### src/rtl/mem_pkg.sv
// Shared types and helpers for the memory-access stage.
package mem_pkg;

    // Memory operation decoded in ID and carried down the pipe.
    typedef enum logic [3:0] {
        MemNone = 4'd0,
        MemLb   = 4'd1,
        MemLbu  = 4'd2,
        MemLh   = 4'd3,
        MemLhu  = 4'd4,
        MemLw   = 4'd5,
        MemSb   = 4'd6,
        MemSh   = 4'd7,
        MemSw   = 4'd8
    } mem_op_t;

    typedef enum logic [2:0] {
        StIdle,
        StReq,
        StWait,
        StWaitDiscard,
        StDone
    } mem_state_t;

    localparam logic [1:0] SIZE_BYTE = 2'd0;
    localparam logic [1:0] SIZE_HALF = 2'd1;
    localparam logic [1:0] SIZE_WORD = 2'd2;

    localparam int unsigned EXC_ADEL_BIT = 4;
    localparam int unsigned EXC_ADES_BIT = 5;

    function automatic logic is_load(mem_op_t op);
        return op inside {MemLb, MemLbu, MemLh, MemLhu, MemLw};
    endfunction

    function automatic logic is_store(mem_op_t op);
        return op inside {MemSb, MemSh, MemSw};
    endfunction

    function automatic logic is_mem(mem_op_t op);
        return is_load(op) || is_store(op);
    endfunction

    // Halfword accesses need bit 0 clear, word accesses need bits 1:0 clear.
    function automatic logic misaligned(mem_op_t op, logic [1:0] addr_lo);
        logic mis;
        mis = 1'b0;
        case (op)
            MemLh, MemLhu, MemSh: mis = addr_lo[0];
            MemLw, MemSw:         mis = (addr_lo != 2'b00);
            default:              mis = 1'b0;
        endcase
        return mis;
    endfunction

endpackage

### src/rtl/mem_align.sv
// Byte-lane handling: store size/replication and load extract/extend.
module mem_align
    import mem_pkg::*;
#(
    parameter int unsigned DATA_W = 32
) (
    input  mem_op_t           op_i,
    input  logic [1:0]        addr_lo_i,
    input  logic [DATA_W-1:0] store_data_i,
    input  logic [DATA_W-1:0] rdata_i,
    output logic [1:0]        size_o,
    output logic [DATA_W-1:0] wdata_o,
    output logic [DATA_W-1:0] load_data_o
);

    logic [7:0]  rd_byte;
    logic [15:0] rd_half;

    assign rd_byte = rdata_i[{addr_lo_i, 3'b000} +: 8];
    assign rd_half = rdata_i[{addr_lo_i[1], 4'b0000} +: 16];

    // Access size and store lanes; narrow stores are replicated so any lane sees the data.
    always_comb begin
        size_o  = SIZE_WORD;
        wdata_o = store_data_i;
        case (op_i)
            MemLb, MemLbu: size_o = SIZE_BYTE;
            MemLh, MemLhu: size_o = SIZE_HALF;
            MemSb: begin
                size_o  = SIZE_BYTE;
                wdata_o = {(DATA_W / 8){store_data_i[7:0]}};
            end
            MemSh: begin
                size_o  = SIZE_HALF;
                wdata_o = {(DATA_W / 16){store_data_i[15:0]}};
            end
            default: ;
        endcase
    end

    // Load lane extraction with sign or zero extension.
    always_comb begin
        load_data_o = rdata_i;
        case (op_i)
            MemLb:   load_data_o = {{(DATA_W - 8){rd_byte[7]}}, rd_byte};
            MemLbu:  load_data_o = {{(DATA_W - 8){1'b0}}, rd_byte};
            MemLh:   load_data_o = {{(DATA_W - 16){rd_half[15]}}, rd_half};
            MemLhu:  load_data_o = {{(DATA_W - 16){1'b0}}, rd_half};
            default: load_data_o = rdata_i;
        endcase
    end

endmodule

### src/rtl/mem_access_stage.sv
// MEM pipeline stage: stage register, split-handshake SRAM FSM, result/forwarding port.
module mem_access_stage
    import mem_pkg::*;
#(
    parameter int unsigned DATA_W   = 32,
    parameter int unsigned REG_AW   = 5,
    parameter int unsigned EXC_W    = 32,
    parameter int unsigned ADEL_BIT = EXC_ADEL_BIT,
    parameter int unsigned ADES_BIT = EXC_ADES_BIT
) (
    input  logic              clk_i,
    input  logic              rst_i,
    input  logic              flush_i,
    input  logic              ex_valid_i,
    input  mem_op_t           mem_op_i,
    input  logic [DATA_W-1:0] addr_i,
    input  logic [DATA_W-1:0] store_data_i,
    input  logic [DATA_W-1:0] alu_result_i,
    input  logic [REG_AW-1:0] wd_i,
    input  logic              wreg_i,
    input  logic [EXC_W-1:0]  exception_type_i,
    input  logic [DATA_W-1:0] current_instr_addr_i,
    output logic              stall_o,
    output logic              data_req_o,
    output logic              data_wr_o,
    output logic [1:0]        data_size_o,
    output logic [DATA_W-1:0] data_addr_o,
    output logic [DATA_W-1:0] data_wdata_o,
    input  logic              data_addr_ok_i,
    input  logic              data_data_ok_i,
    input  logic [DATA_W-1:0] data_rdata_i,
    output logic              mem_we_o,
    output logic [REG_AW-1:0] mem_waddr_o,
    output logic [DATA_W-1:0] mem_wdata_o,
    output logic [EXC_W-1:0]  exception_type_o,
    output logic [DATA_W-1:0] bad_vaddr_o,
    output logic [DATA_W-1:0] current_instr_addr_o
);

    mem_state_t        state_q;
    logic              valid_q;
    mem_op_t           op_q;
    logic [DATA_W-1:0] addr_q;
    logic [DATA_W-1:0] store_data_q;
    logic [DATA_W-1:0] alu_q;
    logic [REG_AW-1:0] wd_q;
    logic              wreg_q;
    logic [EXC_W-1:0]  exc_q;
    logic [DATA_W-1:0] pc_q;
    logic [DATA_W-1:0] rdata_q;

    logic              st_mem, st_load, st_store, st_mis, st_err, st_go, ex_go;
    logic [1:0]        al_size;
    logic [DATA_W-1:0] al_wdata;
    logic [DATA_W-1:0] al_load;
    logic [EXC_W-1:0]  exc_add;

    assign st_mem   = is_mem(op_q);
    assign st_load  = is_load(op_q);
    assign st_store = is_store(op_q);
    assign st_mis   = misaligned(op_q, addr_q[1:0]);
    assign st_err   = st_mis || (exc_q != '0);
    // The stage holds a memory op that still has to go out on the bus.
    assign st_go    = valid_q && st_mem && !st_err;
    // Op arriving from EX that can be issued straight out of DONE.
    assign ex_go    = ex_valid_i && is_mem(mem_op_i) && !misaligned(mem_op_i, addr_i[1:0])
                      && (exception_type_i == '0);

    mem_align #(
        .DATA_W (DATA_W)
    ) u_align (
        .op_i         (op_q),
        .addr_lo_i    (addr_q[1:0]),
        .store_data_i (store_data_q),
        .rdata_i      (rdata_q),
        .size_o       (al_size),
        .wdata_o      (al_wdata),
        .load_data_o  (al_load)
    );

    // A pending op also stalls while a discarded response is still owed.
    assign stall_o = (state_q == StReq) || (state_q == StWait)
                     || (((state_q == StIdle) || (state_q == StWaitDiscard)) && st_go);

    assign data_req_o   = (state_q == StReq) || ((state_q == StIdle) && st_go && !flush_i);
    assign data_wr_o    = data_req_o && st_store;
    assign data_size_o  = data_req_o ? al_size : 2'd0;
    assign data_addr_o  = data_req_o ? addr_q : '0;
    assign data_wdata_o = (data_req_o && st_store) ? al_wdata : '0;

    // Address-error bits added on top of whatever earlier stages reported.
    always_comb begin
        exc_add = '0;
        if (st_mis) begin
            if (st_load) exc_add[ADEL_BIT] = 1'b1;
            else         exc_add[ADES_BIT] = 1'b1;
        end
    end

    assign mem_we_o    = valid_q && wreg_q && !st_err && !flush_i
                         && (!st_mem || (st_load && (state_q == StDone)));
    assign mem_waddr_o = valid_q ? wd_q : '0;
    assign mem_wdata_o = !valid_q ? '0 : (st_load ? al_load : alu_q);

    assign exception_type_o     = valid_q ? (exc_q | exc_add) : '0;
    assign bad_vaddr_o          = (valid_q && st_mis) ? addr_q : '0;
    assign current_instr_addr_o = valid_q ? pc_q : '0;

    // Stage register: advances when not stalled, cleared by flush.
    always_ff @(posedge clk_i or negedge rst_i) begin
        if (!rst_i) begin
            valid_q      <= 1'b0;
            op_q         <= MemNone;
            addr_q       <= '0;
            store_data_q <= '0;
            alu_q        <= '0;
            wd_q         <= '0;
            wreg_q       <= 1'b0;
            exc_q        <= '0;
            pc_q         <= '0;
        end else if (flush_i) begin
            valid_q <= 1'b0;
        end else if (!stall_o) begin
            valid_q <= ex_valid_i;
            if (ex_valid_i) begin
                op_q         <= mem_op_i;
                addr_q       <= addr_i;
                store_data_q <= store_data_i;
                alu_q        <= alu_result_i;
                wd_q         <= wd_i;
                wreg_q       <= wreg_i;
                exc_q        <= exception_type_i;
                pc_q         <= current_instr_addr_i;
            end
        end
    end

    // Bus FSM and read-data capture.
    always_ff @(posedge clk_i or negedge rst_i) begin
        if (!rst_i) begin
            state_q <= StIdle;
            rdata_q <= '0;
        end else begin
            case (state_q)
                StIdle: begin
                    if (data_req_o) begin
                        if (data_addr_ok_i && data_data_ok_i) begin
                            state_q <= StDone;
                            rdata_q <= data_rdata_i;
                        end else if (data_addr_ok_i) begin
                            state_q <= StWait;
                        end else begin
                            state_q <= StReq;
                        end
                    end
                end
                StReq: begin
                    if (flush_i) begin
                        // Accepted without its response means one is still owed.
                        state_q <= (data_addr_ok_i && !data_data_ok_i) ? StWaitDiscard : StIdle;
                    end else if (data_addr_ok_i) begin
                        if (data_data_ok_i) begin
                            state_q <= StDone;
                            rdata_q <= data_rdata_i;
                        end else begin
                            state_q <= StWait;
                        end
                    end
                end
                StWait: begin
                    if (data_data_ok_i) begin
                        if (flush_i) begin
                            state_q <= StIdle;
                        end else begin
                            state_q <= StDone;
                            rdata_q <= data_rdata_i;
                        end
                    end else if (flush_i) begin
                        state_q <= StWaitDiscard;
                    end
                end
                StWaitDiscard: begin
                    if (data_data_ok_i) state_q <= StIdle;
                end
                StDone: begin
                    state_q <= (!flush_i && ex_go) ? StReq : StIdle;
                end
                default: state_q <= StIdle;
            endcase
        end
    end

endmodule

### config.mk
export PLATFORM = sky130hd
export DESIGN_NAME = mem_access_stage
export DESIGN_NICKNAME = d
export VERILOG_FILES = /design/src/rtl/mem_pkg.sv /design/src/rtl/mem_align.sv /design/src/rtl/mem_access_stage.sv
export SDC_FILE = /design/constraint.sdc
export NUM_CORES = 1
export LEC_CHECK = 0
export BUFFER_PORTS_ARGS = -buffer_cell sky130_fd_sc_hd__clkbuf_2
export CAP_MARGIN = 20
export CELL_PAD_IN_SITES_DETAIL_PLACEMENT = 1
export CELL_PAD_IN_SITES_GLOBAL_PLACEMENT = 1
export CORE_MARGIN = 1
export CORE_UTILIZATION = 34
export CTS_CLUSTER_SIZE = 20
export DETAILED_ROUTE_END_ITERATION = 8
export PLACE_DENSITY = 0.74
export SYNTH_ARGS = -nofsm -noshare
export SYNTH_HDL_FRONTEND = slang
export SYNTH_SLANG_ARGS = --single-unit
export TNS_END_PERCENT = 20
### constraint.sdc
create_clock -name clk_i -period 2.3 [get_ports clk_i]
set_input_delay 0.345 -clock clk_i [delete_from_list [all_inputs] [get_ports clk_i]]
set_output_delay 0.345 -clock clk_i [all_outputs]
set_load 0.01 [all_outputs]
---- Yosys cells after proc, flatten, opt, wreduce, memory -nomap -nowiden ----
Cells that the tools add are included.
word-level totals
  input bits .............................. 208
  word-level logic and storage cells ...... 136
  output and inout bits ................... 203
  register bits after elaboration ......... 206
operators by class
  shift operators ......................... 2
  equal/unequal tests ..................... 31
  reductions and logical operators ........ 49
  mux-type cells .......................... 40
  bitwise operators ....................... 3
operator list
  cell                  count
  $mux W32              14
  $pmux W32 S4          1
  $pmux W32 S3          1
  $pmux W32 S2          1
  $eq A4 B3 Y1 const B  8
  $logic_not A32 Y1     1
  $or A32 B6 Y32        1
  $reduce_bool A32 Y1   1
  $shiftx A32 B6 Y16    1
  $shiftx A32 B6 Y8     1
  $mux W3               9
  $logic_and A1 B1 Y1   18
  $eq A4 B2 Y1 const B  4
  $ne A2 B2 Y1 const B  8
  $pmux W3 S5           1
  $reduce_bool A5 Y1    2
  $reduce_bool A3 Y1    3
  $reduce_or A3 Y1      3
  $eq A4 B1 Y1 const B  2
  $eq A4 B4 Y1 const B  2
  $logic_or A1 B1 Y1    8
  $mux W2               4
  $reduce_and A8 Y1     1
  $eq A3 B2 Y1 const B  2
  other kinds (15)      28

---- Depth between registers and ports, before layout ----
  depth in word-level cells ............... 11
  mapped depth ............................ 8
  depth with buffers taken out ............ 5

---- Cells and area by module ----
A second synthesis with hierarchy kept.
second synthesis, totals
  cells, all modules ...................... 971
  area total of the unflattened synthesis .. 10985.5 um^2
modules (own cells, without submodules)
  module            cells each  area each (um^2)  times used  sequential area each (um^2)
  mem_access_stage  812         9799.4            1           5154.9
  mem_align         159         1186.1            1           0.0

---- Worst setup path before layout ----
No wires, ideal clock.
  path kind ............................... flip-flop to output port
  from .................................... register op_q[0]
  to ...................................... output port data_wdata_o[25]
  required time ........................... 1.955 ns
  data arrival time ....................... 2.173 ns
  path buffers ............................ 3
  path slack .............................. -0.218 ns
  cell stages (with the launch flop) ...... 9
  path through ............................ dfrtp_1 > buf_2 > nor4b_1 > a221oi_1 > o2111a_1 > a31oi_1 > buf_2 > buf_1 > nor3_1
on the way
  word-level cells in the longest chain between the ends .. 11
  elaborated cells on any way between the ends .. 24
  classes of those cells .................. eq/ne (8); mux (3); reduce/logical (13)
ends and longest elaborated chain
  what                                                                   RTL line                      RTL
  start, declared                                                        mem_access_stage.sv:42        mem_op_t op_q;
  start signal, assigned                                                 mem_access_stage.sv:113       op_q <= MemNone;
  start signal, assigned                                                 mem_access_stage.sv:126       op_q <= mem_op_i;
  $eq A4 B2 Y1, or another cell as far along                             mem_pkg.sv:33, mem_pkg.sv:48
  $reduce_or A3 Y1 (no source line) or $reduce_or A2 Y1 (tied branches)  --
  $pmux W1 S2                                                            mem_pkg.sv:48                 case (op)
  $logic_or A1 B1 Y1                                                     mem_access_stage.sv:62        assign st_err = st_mis || (exc_q != '0);
  $logic_not A1 Y1                                                       mem_access_stage.sv:64        assign st_go = valid_q && st_mem && !st_err;
  $logic_and A1 B1 Y1                                                    mem_access_stage.sv:64
  $logic_and A1 B1 Y1 (2 in series)                                      mem_access_stage.sv:85        assign data_req_o = (state_q == StReq) || ((state_q == StIdle) && st_go && !flush_i);
  $logic_or A1 B1 Y1                                                     mem_access_stage.sv:85
  $logic_and A1 B1 Y1                                                    mem_access_stage.sv:89        assign data_wdata_o = (data_req_o && st_store) ? al_wdata : '0;
  $mux W32 (*)                                                           mem_access_stage.sv:89
  end, declared                                                          mem_access_stage.sv:28        output logic [DATA_W-1:0] data_wdata_o,
Mark *: on every way between the ends. The rest lies on a longest branch, timed or not.

---- Worst setup path in the final report ----
  from .................................... register op_q[3]
  to ...................................... output port data_addr_o[19]
on the way
  word-level cells in the longest chain between the ends .. 10
  elaborated cells on any way between the ends .. 22
  classes of those cells .................. eq/ne (8); mux (2); reduce/logical (12)
ends and longest elaborated chain
  what                                                                   RTL line                      RTL
  $eq A4 B2 Y1, or another cell as far along                             mem_pkg.sv:33, mem_pkg.sv:48
  $reduce_or A3 Y1 (no source line) or $reduce_or A2 Y1 (tied branches)  --
  $pmux W1 S2                                                            mem_pkg.sv:48
  $logic_or A1 B1 Y1                                                     mem_access_stage.sv:62
  $logic_not A1 Y1                                                       mem_access_stage.sv:64
  $logic_and A1 B1 Y1 (*)                                                mem_access_stage.sv:64
  $logic_and A1 B1 Y1 (*) (2 in series)                                  mem_access_stage.sv:85
  $logic_or A1 B1 Y1 (*)                                                 mem_access_stage.sv:85
  $mux W32 (*)                                                           mem_access_stage.sv:88        assign data_addr_o = data_req_o ? addr_q : '0;
  end, declared                                                          mem_access_stage.sv:27        output logic [DATA_W-1:0] data_addr_o,
Marks and branches as above.

==> flow_summary.yaml <==
run_status:
  status: "finished, violations left"
  violations: "design-rule violations, negative setup slack"
sta:
  fin_crit_sh: 1.31
  worstMarginPinSlew_ps: 730
  fmax_ghz: 0.332
  slew_violations: 0
  relSlewSlack: 0.513
  period_needed_ps: 3010
  rsz0062_at_grt: "true"
  setup_viol: 406
  finalClockSkew_ps: 14.6
  hold_viol_final: 0
  fin_ws_ps: -708
  fin_setup_tns_ps: -147190
clocking:
  cts_buffer_depth: 3
  cts_buffers: 25
  clk_pin_slew_ps: 60
  cts_num_sinks: 206
  htree_levels: 1
  cts_tree: "yes"
  clock_latency_ps: 530
  cts_root_buf: "clkbuf_16"
routing:
  wirelength_um: 39600
  firstDrtPassIters: 8
  wl_per_cell_um: 21.0
  drc: 62
  vias: 9791
  avgViaCountPerCell: 5.20
  ant_nets: 0
  drt_iter0_markers: 396
placed_design:
  gp_congestion: 0.854
  hpwlAfterDp_um: 28100
  io_buffers: 410
synthesis:
  netlist_area_um2: 10700
  synth_top_area_frac: 0.480
  synth_edf_count: 0
  synth_cell_types: 55
  yosysSeqAreaShare: 0.480
  synth_xor_area_frac: 0.00244
  muxShareOfSynthArea: 0.245
  synth_area_leaders: "dfrtp_1 (48%), mux2_2 (12%), mux2_1 (9.3%)"
  synth_common_cells: "dfrtp_1 (206), mux2_2 (113), and2_1 (101), mux2_1 (89), nor2_1 (53)"
  synth_area_per_cell_um2: 11.2
  synth_top_area_cell: "dfrtp_1"
  ys_async_sr_fraction: 1.00
  ys.flop_type: "dfrtp_1"
  synth_cells: 956
  synthAdderAreaFrac: 0
  synth_top_family_by_area: "multiplexers"
  ys_ff_latch: 206
  synth-compound-area-share: 0.0778
  syn-num-nets: 1164
  yosys_warnings: 0
  yosysMostFrequentCell: "dfrtp_1"
  synth_simple_gate_area_frac: 0.158
critical_path:
  cp_data_required_time_ps: 1960
  crit_path_start_kind: "flip-flop"
  worstPathArrival_ps: 2660
  crit_fanout: 26
  criticalPathCategory: "flip-flop to primary output"
  r2r_setup_slack_ps: -400
  end_kind: "primary output"
power:
  p_per_area_nw_per_um2: 692
  seqPwrFrac: 0.394
  internal-power_w: 0.00783
  power_frac_comb: 0.250
  power.switching_w: 0.00337
  peakVddDrop_v: 0.000511
  power_w: 0.0112
  swShare: 0.301
  power.leakage_nw: 7.61
  power.share.clock: 0.356
hold_path:
  hp-class: "primary input to flip-flop"
floorplan:
  io_pins: 411
  row_count: 64
  start_util: 0.349
  fp.dieW_um: 180
  die_y_um: 180
  die-area_um2: 32300
  coreArea_um2: 30800
finish:
  nets: 1674
  syn_to_final_growth_pct: 50.6
  drive_above_1_share: 0.571
run:
  cap_violations: 0
global_route:
  overflow: 0
  grt_pass1_vias: 10600
  antenna_found_initial: 5
  grt_pass1_wl_um: 60700
  grt_max_degree: 71
  grt_usage: 0.238
cells by family after synthesis:
| kind of cell | after synthesis |
|---|---|
| XOR/XNOR | 3 |
| multiplexers | 237 |
| AND/OR/NAND/NOR | 301 |
| buffers and inverters | 81 |
| AO/OA/AOI/OAI | 128 |
| flip-flops | 206 |
per-stage QoR:
| stage | worst slack [ps] | hold slack, ps | std cells | util | instance area, µm² |
|---|---|---|---|---|---|
| after floorplan | -46.3 | 49.4 | 956 | - | 10900 |
| after global placement | -184 | 327 | 1789 | 0.455 | 14000 |
| after detailed placement | -259 | 328 | 1789 | 0.455 | 14000 |
| after CTS | -650 | 0.00389 | 1870 | 0.507 | 15600 |
| after global routing | -798 | 12.6 | 1881 | 0.525 | 16200 |
| final | -708 | 27.1 | 1882 | 0.525 | 16200 |
critical path, stage by stage (launching register included):
cell and delay [ps]:
dfrtp_1 490, and4b_1 250, a221oi_2 220, o2111a_2 280, a31oi_4 100, buf_12 180, buf_4 180, nor3b_1 230
buf_2 180
sequential cells by signal, summed over array words and instances (netlist names), 4 cells and up:
register      flops
rdata_q          32
addr_q           32
op_q              4
store_data_q     32
pc_q             32
wd_q              5
exc_q            32
alu_q            32
final cells by class:
type,instances,area [µm²]
clock inverters,13,133
well taps,396,495
multi-input cells,669,6090
diodes,2,5.00
repair buffers,554,3570
flip-flops and latches,206,5160
clock buffers,32,692
inverters,10,41.3
fillers,3357,14600
worst paths after layout:
path | endpoint | cells past startpoint | startpoint
min in group asynchronous | store_data_q[12] | 2 | rst_i
min reg2reg | pc_q[5] | 1 | pc_q[5]
max in group asynchronous | pc_q[12] | 3 | rst_i
max reg2reg | exc_q[8] | 10 | op_q[0]
min | alu_q[2] | 2 | alu_result_i[2]
max | data_addr_o[19] | 8 | op_q[3]
power groups by stage:
stage          clock [W]  combinational [W]  sequential [W]
4_1_cts          0.00411            0.00258         0.00439
2_1_floorplan          0            0.00125         0.00432
6_report         0.00399            0.00280         0.00442
3_3_place_gp           0            0.00217         0.00441
5_1_grt          0.00423            0.00302         0.00448
3_5_place_dp           0            0.00224         0.00444
layout by cell type (no fill, tap or decap), types with 6 or more instances in the layout:
| master | count |
|---|---|
| nand2_1 | 30 |
| and2_4 | 6 |
| o21ai_0 | 11 |
| mux2_1 | 89 |
| nor3b_2 | 23 |
| a21oi_2 | 7 |
| inv_1 | 8 |
| and2_1 | 95 |
| dfrtp_1 | 201 |
| buf_2 | 65 |
| clkbuf_16 | 25 |
| buf_12 | 15 |
| clkbuf_2 | 337 |
| o21ai_1 | 6 |
| buf_4 | 81 |
| nor3_4 | 6 |
| o221ai_2 | 6 |
| mux2_2 | 113 |
| buf_8 | 6 |
| nor3b_1 | 16 |
| nor2_4 | 6 |
| nor3_1 | 7 |
| dlygate4sd3_1 | 17 |
| mux2i_1 | 34 |
| buf_6 | 31 |
| nor3_2 | 20 |
| o21ai_2 | 22 |
| nor2_1 | 45 |
| a21oi_1 | 18 |
| nor4_1 | 12 |
what timing repair did:
item / CTS / global route
hold buffers: 17 / 0
resized for setup: 124 / 190
pin swaps: 27 / 35
cloned: 4 / 0
endpoints found under the hold margin: 73 / 0
setup endpoints to repair: 404 / 407
buffers inserted: 16 / 15
routing by layer:
layer | global-route usage | wire [µm] | part of all wire
met1 | 0.275 | 15100 | 0.38
met2 | 0.425 | 20300 | 0.51
met3 | 0.0549 | 2690 | 0.068
met4 | 0.0897 | 1400 | 0.035
met5 | 0 | 27 | 0.00068
Note: power is estimated with default switching activity, not from simulation.
